===== config.mk =====
export PLATFORM = sky130hd
export DESIGN_NAME = instruction_encoder
export DESIGN_NICKNAME = d
export VERILOG_FILES = /design/src/rtl/cpu_package.sv /design/src/rtl/instruction_pack.sv /design/src/rtl/instruction_encoder.sv
export SDC_FILE = /design/constraint.sdc
export NUM_CORES = 1
export LEC_CHECK = 0
export ABC_CLOCK_PERIOD_IN_PS = 4210
export CELL_PAD_IN_SITES_DETAIL_PLACEMENT = 0
export CELL_PAD_IN_SITES_GLOBAL_PLACEMENT = 2
export CORE_MARGIN = 10
export CORE_UTILIZATION = 27
export DETAILED_ROUTE_END_ITERATION = 8
export PLACE_DENSITY = 0.84
export RECOVER_POWER = 100
export SLEW_MARGIN = 20
export SYNTH_ARGS = -nofsm -noshare
export SYNTH_HDL_FRONTEND = slang
export SYNTH_SLANG_ARGS = --single-unit

===== constraint.sdc =====
create_clock -name clk -period 4.21 [get_ports clk]
set_clock_uncertainty 0.1 [all_clocks]
set_input_delay 0.6315 -clock clk [delete_from_list [all_inputs] [get_ports clk]]
set_output_delay 0.6315 -clock clk [all_outputs]
set_load 0.005 [all_outputs]

===== src/rtl/cpu_package.sv =====
// cpu_package: shared instruction format and encoder state types.
package cpu_package;
    typedef enum logic [2:0] {R_TYPE, I_TYPE, S_TYPE, B_TYPE, U_TYPE, J_TYPE} instruction_type_t;
    typedef enum logic [1:0] {IDLE, RUN, DONE} encoder_state_t;
endpackage


===== src/rtl/instruction_pack.sv =====
// instruction_pack: combinational field packing and immediate range check.
module instruction_pack
    import cpu_package::*;
(
    input  instruction_type_t type_i,
    input  logic [6:0]        opcode_i,
    input  logic [4:0]        rd_i,
    input  logic [4:0]        rs1_i,
    input  logic [4:0]        rs2_i,
    input  logic [2:0]        funct3_i,
    input  logic [6:0]        funct7_i,
    input  logic [31:0]       imm_i,
    output logic [31:0]       word_o,
    output logic              error_o
);
    logic i_ok, b_ok;
    always_comb begin
        i_ok    = (&imm_i[31:11]) || !(|imm_i[31:11]);
        b_ok    = ((&imm_i[31:12]) || !(|imm_i[31:12])) && !imm_i[0];
        word_o  = {7'd0, rs2_i, rs1_i, funct3_i, rd_i, opcode_i};
        error_o = 1'b1;
        case (type_i)
            R_TYPE: begin
                word_o  = {funct7_i, rs2_i, rs1_i, funct3_i, rd_i, opcode_i};
                error_o = 1'b0;
            end
            I_TYPE: begin
                word_o  = {imm_i[11:0], rs1_i, funct3_i, rd_i, opcode_i};
                error_o = !i_ok;
            end
            S_TYPE: begin
                word_o  = {imm_i[11:5], rs2_i, rs1_i, funct3_i, imm_i[4:0], opcode_i};
                error_o = !i_ok;
            end
            B_TYPE: begin
                word_o  = {imm_i[12], imm_i[10:5], rs2_i, rs1_i, funct3_i, imm_i[4:1], imm_i[11], opcode_i};
                error_o = !b_ok;
            end
            default: ;
        endcase
    end
endmodule


===== src/rtl/instruction_encoder.sv =====
// instruction_encoder: batch sequencer wrapping instruction_pack with
// valid/ready streams, address generation and a sticky error flag.
module instruction_encoder
    import cpu_package::*;
(
    input  logic              clk,
    input  logic              reset_n,
    input  logic              start,
    input  logic [31:0]       base_address,
    input  logic [15:0]       count,
    output logic              busy,
    output logic              done,
    output logic              error,
    input  logic              in_valid,
    output logic              in_ready,
    input  instruction_type_t in_type,
    input  logic [6:0]        in_opcode,
    input  logic [4:0]        in_rd,
    input  logic [4:0]        in_rs1,
    input  logic [4:0]        in_rs2,
    input  logic [2:0]        in_funct3,
    input  logic [6:0]        in_funct7,
    input  logic [31:0]       in_immediate,
    output logic              out_valid,
    input  logic              out_ready,
    output logic [31:0]       out_instruction,
    output logic [31:0]       out_address,
    output logic              out_error
);
    encoder_state_t state_q, state_d;
    logic [31:0] addr_q, addr_d, out_instr_q, out_instr_d, out_addr_q, out_addr_d;
    logic [15:0] cnt_q, cnt_d, acc_q, acc_d;
    logic        out_valid_q, out_valid_d, out_err_q, out_err_d, err_q, err_d;
    logic [31:0] pack_word;
    logic        pack_err, in_fire, out_fire, go;

    instruction_pack u_pack (
        .type_i   (in_type),
        .opcode_i (in_opcode),
        .rd_i     (in_rd),
        .rs1_i    (in_rs1),
        .rs2_i    (in_rs2),
        .funct3_i (in_funct3),
        .funct7_i (in_funct7),
        .imm_i    (in_immediate),
        .word_o   (pack_word),
        .error_o  (pack_err)
    );

    assign in_ready = (state_q == RUN) && (acc_q < cnt_q) && (!out_valid_q || out_ready);
    assign in_fire  = in_valid && in_ready;
    assign out_fire = out_valid_q && out_ready;
    assign go       = (state_q == IDLE) && start;

    always_comb begin
        state_d = state_q;
        case (state_q)
            IDLE:    if (start) state_d = (count == 16'd0) ? DONE : RUN;
            RUN:     if (out_fire && acc_q == cnt_q) state_d = DONE;
            default: state_d = IDLE;
        endcase
        cnt_d       = go ? count : cnt_q;
        acc_d       = go ? 16'd0 : acc_q + 16'(in_fire);
        addr_d      = go ? base_address : addr_q + (in_fire ? 32'd4 : 32'd0);
        out_valid_d = in_fire || (out_valid_q && !out_ready);
        out_instr_d = in_fire ? pack_word : out_instr_q;
        out_addr_d  = in_fire ? addr_q : out_addr_q;
        out_err_d   = in_fire ? pack_err : out_err_q;
        err_d       = go ? 1'b0 : (err_q || (out_fire && out_err_q));
    end

    always_ff @(posedge clk) begin
        if (!reset_n) begin
            state_q     <= IDLE;
            cnt_q       <= '0;
            acc_q       <= '0;
            addr_q      <= '0;
            out_valid_q <= 1'b0;
            out_instr_q <= '0;
            out_addr_q  <= '0;
            out_err_q   <= 1'b0;
            err_q       <= 1'b0;
        end else begin
            state_q     <= state_d;
            cnt_q       <= cnt_d;
            acc_q       <= acc_d;
            addr_q      <= addr_d;
            out_valid_q <= out_valid_d;
            out_instr_q <= out_instr_d;
            out_addr_q  <= out_addr_d;
            out_err_q   <= out_err_d;
            err_q       <= err_d;
        end
    end

    assign busy            = (state_q == RUN);
    assign done            = (state_q == DONE);
    assign error           = err_q;
    assign out_valid       = out_valid_q;
    assign out_instruction = out_instr_q;
    assign out_address     = out_addr_q;
    assign out_error       = out_err_q;
endmodule

# After elaboration in Yosys (flattened, before gate mapping)
# Cells that the tools add are included.
# word_totals
elab_cells	60
reg_bits	133
output_inout_bits	70
input_bits	120
# classes
bitwise_logic	1
muxes	8
n_eq_ne	8
reduce_logical	31
add_sub_neg	2
magnitude_cmp	1
# op_table
operator	n
32-bit case mux with 4 select lines	1
32-bit by 3-bit adder with 32-bit output	1
32-bit 2-to-1 mux	1
21-bit AND reduction	1
21-bit OR reduction	1
20-bit AND reduction	1
20-bit OR reduction	1
16-bit by 1-bit adder with 16-bit output	1
16-bit == test	1
16-bit logical NOT	1
16-bit less-than comparator	1
1-bit logical AND	9
1-bit logical NOT	7
3-bit by 2-bit == test with 1-bit output, second input constant	2
2-bit 2-to-1 mux	3
1-bit logical OR	5
2-bit case mux with 2 select lines	1
2-bit OR reduction	2
3-bit by 1-bit == test with 1-bit output, second input constant	1
3-bit logical NOT	1
3-bit 2-to-1 mux	1
1-bit case mux with 3 select lines	1
2-bit by 1-bit == test with 1-bit output, second input constant	1
2-bit == test, second input constant	1
5 further kinds	5

# Logic depth before layout (Yosys ltp)
# Gate-level depths: netlist of the first run.
# logic_depth
ltp_word	7
depth_mapped	17
mapped_depth_nobuf	14

# By module
# From an unflattened synthesis of the first run, not the netlist that was laid out.
# unflattened
cells_unflattened	788
area_unflattened_um2	6593.8
# by_module_without_submodules
module	area_per_inst_um2	cells_each	n_inst	seq_area_each_um2
instruction_encoder	6014.5	706	1	2662.6
instruction_pack	579.3	82	1	0.0

# Worst setup path after synthesis of the first run
# Ideal clock, no wire load.
# synth_path
path_kind	flip-flop to flip-flop
start	reg cnt_q[11]
end	reg addr_q[26]
path_stages_with_launch	18
t_arrival_ns	3.114
setup_ns	0.079
t_required_ns	4.031
slack_ns	0.916
n_path_buf	3
period_less_slack_ns	3.294
path_cell_list	dfxtp_1 inv_1 ha_1 a21oi_1 o21a_1 a2bb2oi_1 nor4b_2 buf_6 buf_8 buf_6 ha_1 ha_1 nand3_1 nor4_4 and2_1 nand4_1 xor2_1 a211oi_2
# synth_via
elab_chain_len	7
# synth_rtl
element	line	source
from (decl)	instruction_encoder.sv:32	logic [15:0] cnt_q, cnt_d, acc_q, acc_d;
from (signal assigned)	instruction_encoder.sv:85	cnt_q <= cnt_d;
16-bit less-than comparator	instruction_encoder.sv:50	assign in_ready = (state_q == RUN) && (acc_q < cnt_q) && (!out_valid_q || out_ready);
1-bit logical AND (2 in a row)	instruction_encoder.sv:50	
1-bit logical AND	instruction_encoder.sv:51	assign in_fire = in_valid && in_ready;
3-bit 2-to-1 mux	instruction_encoder.sv:64	addr_d = go ? base_address : addr_q + (in_fire ? 32'd4 : 32'd0);
32-bit by 3-bit adder with 32-bit output	instruction_encoder.sv:64	
32-bit 2-to-1 mux	instruction_encoder.sv:64	
to (signal assigned)	instruction_encoder.sv:87	addr_q <= addr_d;
to (decl)	instruction_encoder.sv:31	logic [31:0] addr_q, addr_d, out_instr_q, out_instr_d, out_addr_q, out_addr_d;
# Every way passes these cells.
# A chain may end at the register's enable or synchronous reset.

# Worst setup path after layout of the first run
# layout_path
start	reg cnt_q[13]
end	out in_ready
# layout_via
elab_chain_len	3
# layout_rtl
element	line	source
16-bit less-than comparator	instruction_encoder.sv:50	
1-bit logical AND (2 in a row)	instruction_encoder.sv:50	
to (decl)	instruction_encoder.sv:15	output logic in_ready,
# Every way passes these cells.

==> impl_metrics.env, run 1 <==
export IMPL_tightest_slew_ns=1.57
export IMPL_final_util_pct=39.5
export IMPL_setup_slack_ns=0.615
export IMPL_critPathKind="flip-flop to primary output"
export IMPL_whs_path_depth=2
export IMPL_hp_start="cnt_q[15]"
export IMPL_vias_per_cell=4.65
export IMPL_rrSetupSlack_ns=0.63
export IMPL_place_inst=1140
export IMPL_holdCritPathClass="flip-flop to flip-flop"
export IMPL_drtAntennaViolNets=0
export IMPL_crit_path_end_kind="primary output"
export IMPL_syn_avg_cell_area_um2=8.96
export IMPL_synth_simple_area_share_pct=21.1
export IMPL_syn_area_mm2=0.00624
export IMPL_cts_tree="done"
export IMPL_synth_edff_count=0
export IMPL_grt_pass1_wl_um=30100
export IMPL_rsz0062_at_grt="false"
export IMPL_grt_pass1_vias=5449
export IMPL_clk_path_buf_depth=2
export IMPL_num_io_pins=190
export IMPL_ys_ff_latch=133
export IMPL_gr_total_overflow=0
export IMPL_yosysWarnings=0
export IMPL_status="finished, violations left"
export IMPL_hold_end="cnt_q[15]"
export IMPL_grt_start_max_net_pins=78
export IMPL_cts_root_buffer="clkbuf_16"
export IMPL_die_w_um=172
export IMPL_max_stage_delay_ns=0.61
export IMPL_yosys_area_share_adder_pct=4.21
export IMPL_cellLeakagePower_nw=3.47
export IMPL_grtUsageTotal_pct=12.9
export IMPL_worstSkewPairLatency_ns=0.42
export IMPL_synth_xor_area_share_pct=5.90
export IMPL_dp_slack_ns=0.352
export IMPL_initial_core_util_pct=27.5
export IMPL_drive_above_1_share_pct=6.66
export IMPL_antenna_found_initial=2
export IMPL_max_cap_viol_count=2
export IMPL_finalSetupViolCount=0
export IMPL_timing_setup_tns_ns=0
export IMPL_finalHoldViolCount=0
export IMPL_dpl_cell_area_mm2=0.00837
export IMPL_r2r_end="out_error"
export IMPL_hpwl_um=14500
export IMPL_drt_iter0_drc=315
export IMPL_seq_area_frac_synth_pct=42.7
export IMPL_synth_area_mux_share_pct=10.6
export IMPL_synthArstFlopShare_pct=0
export IMPL_io_buffer_count=189
export IMPL_synth_top_family_by_area="simple AND/OR/NAND/NOR gates"
export IMPL_cp_data_required_time_ns=3.48
export IMPL_critPathLaunchType="flip-flop"
export IMPL_period_minus_slack_ns=3.60
export IMPL_synth_compound_area_share_pct=10.8
export IMPL_crit_slowest_cell="dlygate4sd3_1"
export IMPL_worstReg2RegStart="cnt_q[13]"
export IMPL_numCtsBuffers=17
export IMPL_drc_errors=0
export IMPL_yosysUniqueCellTypes=48
export IMPL_gp_congestion=0.780
export IMPL_relSlewSlack_pct=-4.79
export IMPL_crit_chain="inv_1 -> ha_1 -> nand4_1 -> nor4_1 -> a21boi_0 -> nor3b_1 -> dlygate4sd3_1"
export IMPL_ys_flop_type="dfxtp_1"
export IMPL_p_per_area_mw_per_mm2=384
export IMPL_cts_hold_buf=0
export IMPL_max_freq_mhz=278
export IMPL_synth_nets=837
export IMPL_syn_inst=696
export IMPL_vias=5453
export IMPL_ir_drop_uv=264
export IMPL_cp_max_fo=3
export IMPL_h_tree_depth=4
export IMPL_fin_crit_sh_pct=85.4
export IMPL_post_cts_resized=0
export IMPL_drt_pass1_iter_count=4
export IMPL_clkSlewWorstSetupHoldPaths_ns=0.06
export IMPL_design_area_mm2=0.00897
export IMPL_cts_setup_buffers=0
export IMPL_violations="capacitance limit, slew limit"
export IMPL_routedWlPerCell_um=16.4
export IMPL_clock_sinks=133
export IMPL_die_height_um=172
export IMPL_wirelength_um=19300
export IMPL_layout_nets=1015
export IMPL_row_count=55
export IMPL_die_area_mm2=0.0296
export IMPL_core_area_mm2=0.0227
export IMPL_drv_slew=130
export IMPL_instances_no_fill=1173
export IMPL_area_growth_pct=43.8
export IMPL_r2r_cells=9
export IMPL_cp_arrival_ns=2.86
-- worst max-delay path: cells and delay by family (launching register included) --
kind	cells	cell delay, ns
fa+ha+maj	1	0.29
compound gates	1	0.48
simple gates	3	0.70
buf+inv	2	0.66
flops	1	0.32
-- state kept, by name, indices dropped and copies added (netlist names) --
signal           count
addr_q              32
error                1
acc_q               16
out_instruction     32
out_error            1
out_valid            1
state_q              2
out_address         32
cnt_q               16
-- final cells by class --
| cell class | count | area (um^2) |
|---|---|---|
| antenna | 2 | 5.00 |
| clock buffer | 19 | 453 |
| clock inverter | 12 | 179 |
| fill | 2322 | 13700 |
| inverter | 23 | 87.6 |
| multi-input combinational | 501 | 3260 |
| sequential | 133 | 2660 |
| tap | 285 | 357 |
| timing repair buffer | 198 | 1960 |
-- metrics by stage --
step                      hold WS, ns  power [mW]
after CTS                       0.354        3.51
after detailed placement        0.346        1.90
after global routing            0.373        3.61
after floorplan                 0.336        1.65
after global placement          0.345        1.90
final                           0.353        3.44
-- cell families after synthesis --
| logic type | after synthesis |
|---|---|
| buf+inv | 62 |
| simple gates | 272 |
| flops | 133 |
| mux | 66 |
| xor+xnor | 42 |
| compound gates | 100 |
| fa+ha+maj | 21 |
-- cells in the mapped netlist (2+ instances only) --
master / count / area [um^2]
nand3_1: 17 / 85.1
nor4_1: 10 / 62.6
buf_1: 4 / 15.0
a211oi_1: 22 / 165
nor2_2: 2 / 12.5
o21ai_1: 3 / 15.0
nor4_4: 2 / 42.5
nor2b_1: 4 / 25.0
inv_1: 22 / 82.6
buf_6: 2 / 22.5
buf_2: 2 / 10.0
mux2i_1: 66 / 661
buf_8: 3 / 45.0
a21oi_1: 40 / 200
a211oi_2: 12 / 150
clkbuf_1: 25 / 93.8
nand2_1: 68 / 255
xor2_1: 27 / 236
nor3b_1: 2 / 15.0
o211ai_1: 2 / 15.0
buf_4: 3 / 22.5
o21ai_0: 14 / 70.1
nor3_1: 9 / 45.0
a31oi_1: 2 / 12.5
xnor2_1: 15 / 131
and2_1: 4 / 25.0
and3_1: 8 / 50.1
nand4_1: 16 / 100
dfxtp_1: 133 / 2660
or4_1: 2 / 15.0
and4_1: 7 / 61.3
nor2_1: 111 / 417
nand2b_1: 2 / 12.5
ha_1: 21 / 263
-- how the worst max path moves through the flow --
stage | from | to | slack, ns | cells after the start
5_1_grt | cnt_q[13] | out_error | 0.29 | 9
6_report | cnt_q[13] | in_ready | 0.61 | 7
3_3_place_gp | out_ready | addr_q[26] | 0.40 | 13
2_1_floorplan | cnt_q[11] | addr_q[26] | 0.92 | 17
3_5_place_dp | out_ready | addr_q[30] | 0.35 | 13
4_1_cts | cnt_q[11] | addr_q[26] | 0.70 | 14
-- power breakdown --
group | switching [mW] | internal (mW)
Sequential | 0.0632 | 1.33
Clock | 0.569 | 1.02
Combinational | 0.214 | 0.247
-- layer usage --
| layer | up-vias | global-route usage (%) | wire, um |
|---|---|---|---|
| met3 | 15 | 5.56 | 1830 |
| met4 | 0 | 3.49 | 185 |
| met2 | 179 | 19.4 | 8280 |
| met5 | - | 0 | 0 |
| met1 | 2482 | 16.4 | 8980 |
| li1 | 2777 | - | - |
-- cells in the final DEF, fill, tap and decap left out, types with 11 or more instances in the layout --
cell type / count
dfxtp_1: 133
clkdlybuf4s50_1: 118
nor2_1: 113
dlygate4sd3_1: 71
nand2_1: 68
mux2i_1: 66
a21oi_1: 40
xor2_1: 27
a211oi_1: 26
inv_1: 22
ha_1: 21
nand3_1: 17
clkbuf_16: 17
o21ai_0: 16
nand4_1: 16
xnor2_1: 15
nor4_1: 11
Note: power is estimated with default switching activity, not from simulation.
==> run 2: changes to the inputs <==
--- a/config.mk
+++ b/config.mk
@@ -5,13 +5,14 @@
 export SDC_FILE = /design/constraint.sdc
 export NUM_CORES = 1
 export LEC_CHECK = 0
-export ABC_CLOCK_PERIOD_IN_PS = 4210
+export ABC_CLOCK_PERIOD_IN_PS = 3200
 export CELL_PAD_IN_SITES_DETAIL_PLACEMENT = 0
 export CELL_PAD_IN_SITES_GLOBAL_PLACEMENT = 2
+export CORE_ASPECT_RATIO = 0.5
 export CORE_MARGIN = 10
-export CORE_UTILIZATION = 27
+export CORE_UTILIZATION = 25
 export DETAILED_ROUTE_END_ITERATION = 8
-export PLACE_DENSITY = 0.84
+export PLACE_DENSITY = 0.82
 export RECOVER_POWER = 100
 export SLEW_MARGIN = 20
 export SYNTH_ARGS = -nofsm -noshare
==> constraint.sdc (replaced) <==
create_clock -name clk -period 3.2 [get_ports clk]
set_clock_uncertainty 0.1 [all_clocks]
set_input_delay 0.48 -clock clk [delete_from_list [all_inputs] [get_ports clk]]
set_output_delay 0.48 -clock clk [all_outputs]
set_load 0.005 [all_outputs]
==> run 2 against run 1 <==
  * The run now ends clean
  * Worst setup slack got worse by 0.56 ns
  * Total power up 34%
  * Utilization about the same
  * Non-clock buffer count rose by 33
  * Cell count rose by 7.1%
  * Sequential share of layout area decreased by 1.7 points
  * First-iteration DRC count down 11%
  * Register-to-register slack worse by 0.58 ns
  * Via count grew 3.2%
  * Global-route usage decreased by 0.44 points
  * Flip-flop and latch count is the same
  * Combinational power grew 47%
  * Critical path type is now flip-flop to flip-flop
  * Critical endpoint is now addr_q[31]
==> impl_metrics.env, run 2 (synthesis gave the netlist of run 1 again) <==
export IMPL_grtUsageTotal_pct=12.4
export IMPL_layout_common_cells="clkdlybuf4s50_1, dfxtp_1, nor2_1"
export IMPL_dp_slack_ns=-0.242
export IMPL_cts_root_buffer="clkbuf_16"
export IMPL_h_tree_depth=4
export IMPL_worstSkewPairLatency_ns=0.42
export IMPL_crit_slowest_cell="dfxtp_4"
export IMPL_antennaDiodeCount=0
export IMPL_routedWlPerCell_um=16.4
export IMPL_relSlewSlack_pct=54.6
export IMPL_crit_end="addr_q[31]"
export IMPL_cp_arrival_ns=3.33
export IMPL_crit_top_cell="buf_4"
export IMPL_vias=5629
export IMPL_finalHoldViolCount=0
export IMPL_mostFrequentLayoutCell="clkdlybuf4s50_1"
export IMPL_row_count=40
export IMPL_wirelength_um=20600
export IMPL_clk_path_buf_depth=2
export IMPL_die_area_mm2=0.0320
export IMPL_clock_sinks=133
export IMPL_clkSlewWorstSetupHoldPaths_ns=0.06
export IMPL_hpwl_um=15900
export IMPL_drtAntennaViolNets=0
export IMPL_cts_tree="done"
export IMPL_vias_per_cell=4.48
export IMPL_max_cap_viol_count=0
export IMPL_max_freq_mhz=318
export IMPL_crit_path_end_kind="flip-flop"
export IMPL_core_area_mm2=0.0243
export IMPL_cp_depth=14
export IMPL_crit_start="acc_q[1]"
export IMPL_drt_iter0_drc=281
export IMPL_io_buffer_count=189
export IMPL_max_stage_delay_ns=0.36
export IMPL_status="complete, no violations"
export IMPL_grt_pass1_vias=5620
export IMPL_rrSetupSlack_ns=0.05
export IMPL_numCtsBuffers=17
export IMPL_fin_crit_sh_pct=98.4
export IMPL_drt_pass1_iter_count=4
export IMPL_p_per_area_mw_per_mm2=482
export IMPL_cellLeakagePower_nw=3.51
export IMPL_antenna_found_initial=0
export IMPL_cp_max_fo=4
export IMPL_critPathKind="flip-flop to flip-flop"
export IMPL_gp_congestion=0.816
export IMPL_die_w_um=243
export IMPL_setup_slack_ns=0.0526
export IMPL_worstReg2RegStart="acc_q[1]"
export IMPL_critPathLaunchType="flip-flop"
export IMPL_grt_start_max_net_pins=59
export IMPL_layout_nets=1048
export IMPL_critPathTopFamily="simple AND/OR/NAND/NOR gates"
export IMPL_drv_slew=0
export IMPL_grt_pass1_wl_um=31800
export IMPL_drive_above_1_share_pct=15.9
export IMPL_area_growth_pct=53.8
export IMPL_r2r_end="addr_q[31]"
export IMPL_gr_total_overflow=0
export IMPL_cp_data_required_time_ns=3.39
export IMPL_tightest_slew_ns=0.676
export IMPL_period_minus_slack_ns=3.15
export IMPL_total_power_mw=4.63
export IMPL_num_io_pins=190
export IMPL_r2r_cells=14
export IMPL_drc_errors=0
export IMPL_rsz0062_at_grt="true"
export IMPL_initial_core_util_pct=25.7
export IMPL_crit_chain="ha_4 -> nor2b_4 -> o211ai_1 -> a21boi_4 -> nor4b_4 -> buf_4 -> buf_4 -> ha_2 -> and4_4 -> nand2_4 -> nor4_4 -> and4_1 -> xnor2_1 -> o21ai_1"
export IMPL_finalSetupViolCount=0
export IMPL_ir_drop_uv=381
export IMPL_holdCritPathClass="flip-flop to flip-flop"
export IMPL_critPathBufInv=2
export IMPL_die_height_um=132
-- run 2: cell types whose count changed in the layout (fill, tap and decap cells not counted), sizes merged --
| cell | before | now |
|---|---|---|
| buf | 5 | 41 |
| clkbuf | 23 | 21 |
| clkdlybuf4s50 | 118 | 174 |
| clkinv | 6 | 5 |
| diode | 2 | 0 |
| dlygate4sd3 | 71 | 15 |
| inv | 22 | 23 |
-- run 2: worst reg2reg max path, stage by stage (launching register included) --
cell	delay (ns)
dfxtp_4	0.36
ha_4	0.24
nor2b_4	0.12
o211ai_1	0.26
a21boi_4	0.10
nor4b_4	0.32
buf_4	0.21
buf_4	0.11
ha_2	0.18
and4_4	0.25
nand2_4	0.07
nor4_4	0.23
and4_1	0.27
xnor2_1	0.13
o21ai_1	0.07
-- run 2: layout make-up --
cell class / count / area [um^2]
clock inverter: 12 / 175
sequential: 133 / 2680
inverter: 23 / 87.6
timing repair buffer: 231 / 2220
multi-input combinational: 501 / 3540
clock buffer: 20 / 467
fill: 2419 / 14700
tap: 336 / 420
-- run 2: power breakdown --
group	switching [mW]	internal, mW
Sequential	0.0874	1.75
Combinational	0.307	0.369
Clock	0.751	1.36
-- run 2: worst min path at each step --
stage | startpoint | endpoint | slack [ns] | cells past startpoint
4_1_cts | cnt_q[13] | cnt_q[13] | 0.36 | 2
3_3_place_gp | addr_q[1] | addr_q[1] | 0.34 | 2
2_1_floorplan | addr_q[0] | addr_q[0] | 0.34 | 2
3_5_place_dp | cnt_q[13] | cnt_q[13] | 0.35 | 2
5_1_grt | cnt_q[11] | cnt_q[11] | 0.38 | 2
6_report | cnt_q[13] | cnt_q[13] | 0.35 | 2
-- run 2: routing by layer --
layer  GRT usage, %  wire length [um]
met5              0                 0
met1           14.3              8680
met2           22.8             11100
met3           2.79               600
met4           3.14               209
-- run 2: what timing repair did --
item                       4_1_cts  5_1_grt
hold buffers                     0        0
buffers inserted                 2        9
pin swaps                        4       24
setup endpoints to repair        3       30
gates resized for setup          2       45
-- run 2: stage by stage --
stage | instances | hold WS, ns | instance area [um^2] | utilization [%] | TNS [ns]
floorplan | 696 | 0.336 | 6290 | - | -0.0559
global placement | 1214 | 0.343 | 8660 | 35.7 | -1.00
detailed placement | 1214 | 0.349 | 8660 | 35.7 | -1.46
CTS | 1248 | 0.357 | 9330 | 38.4 | -0.0223
global route | 1256 | 0.380 | 9590 | 39.5 | -0.565
finish | 1256 | 0.353 | 9590 | 39.5 | 0
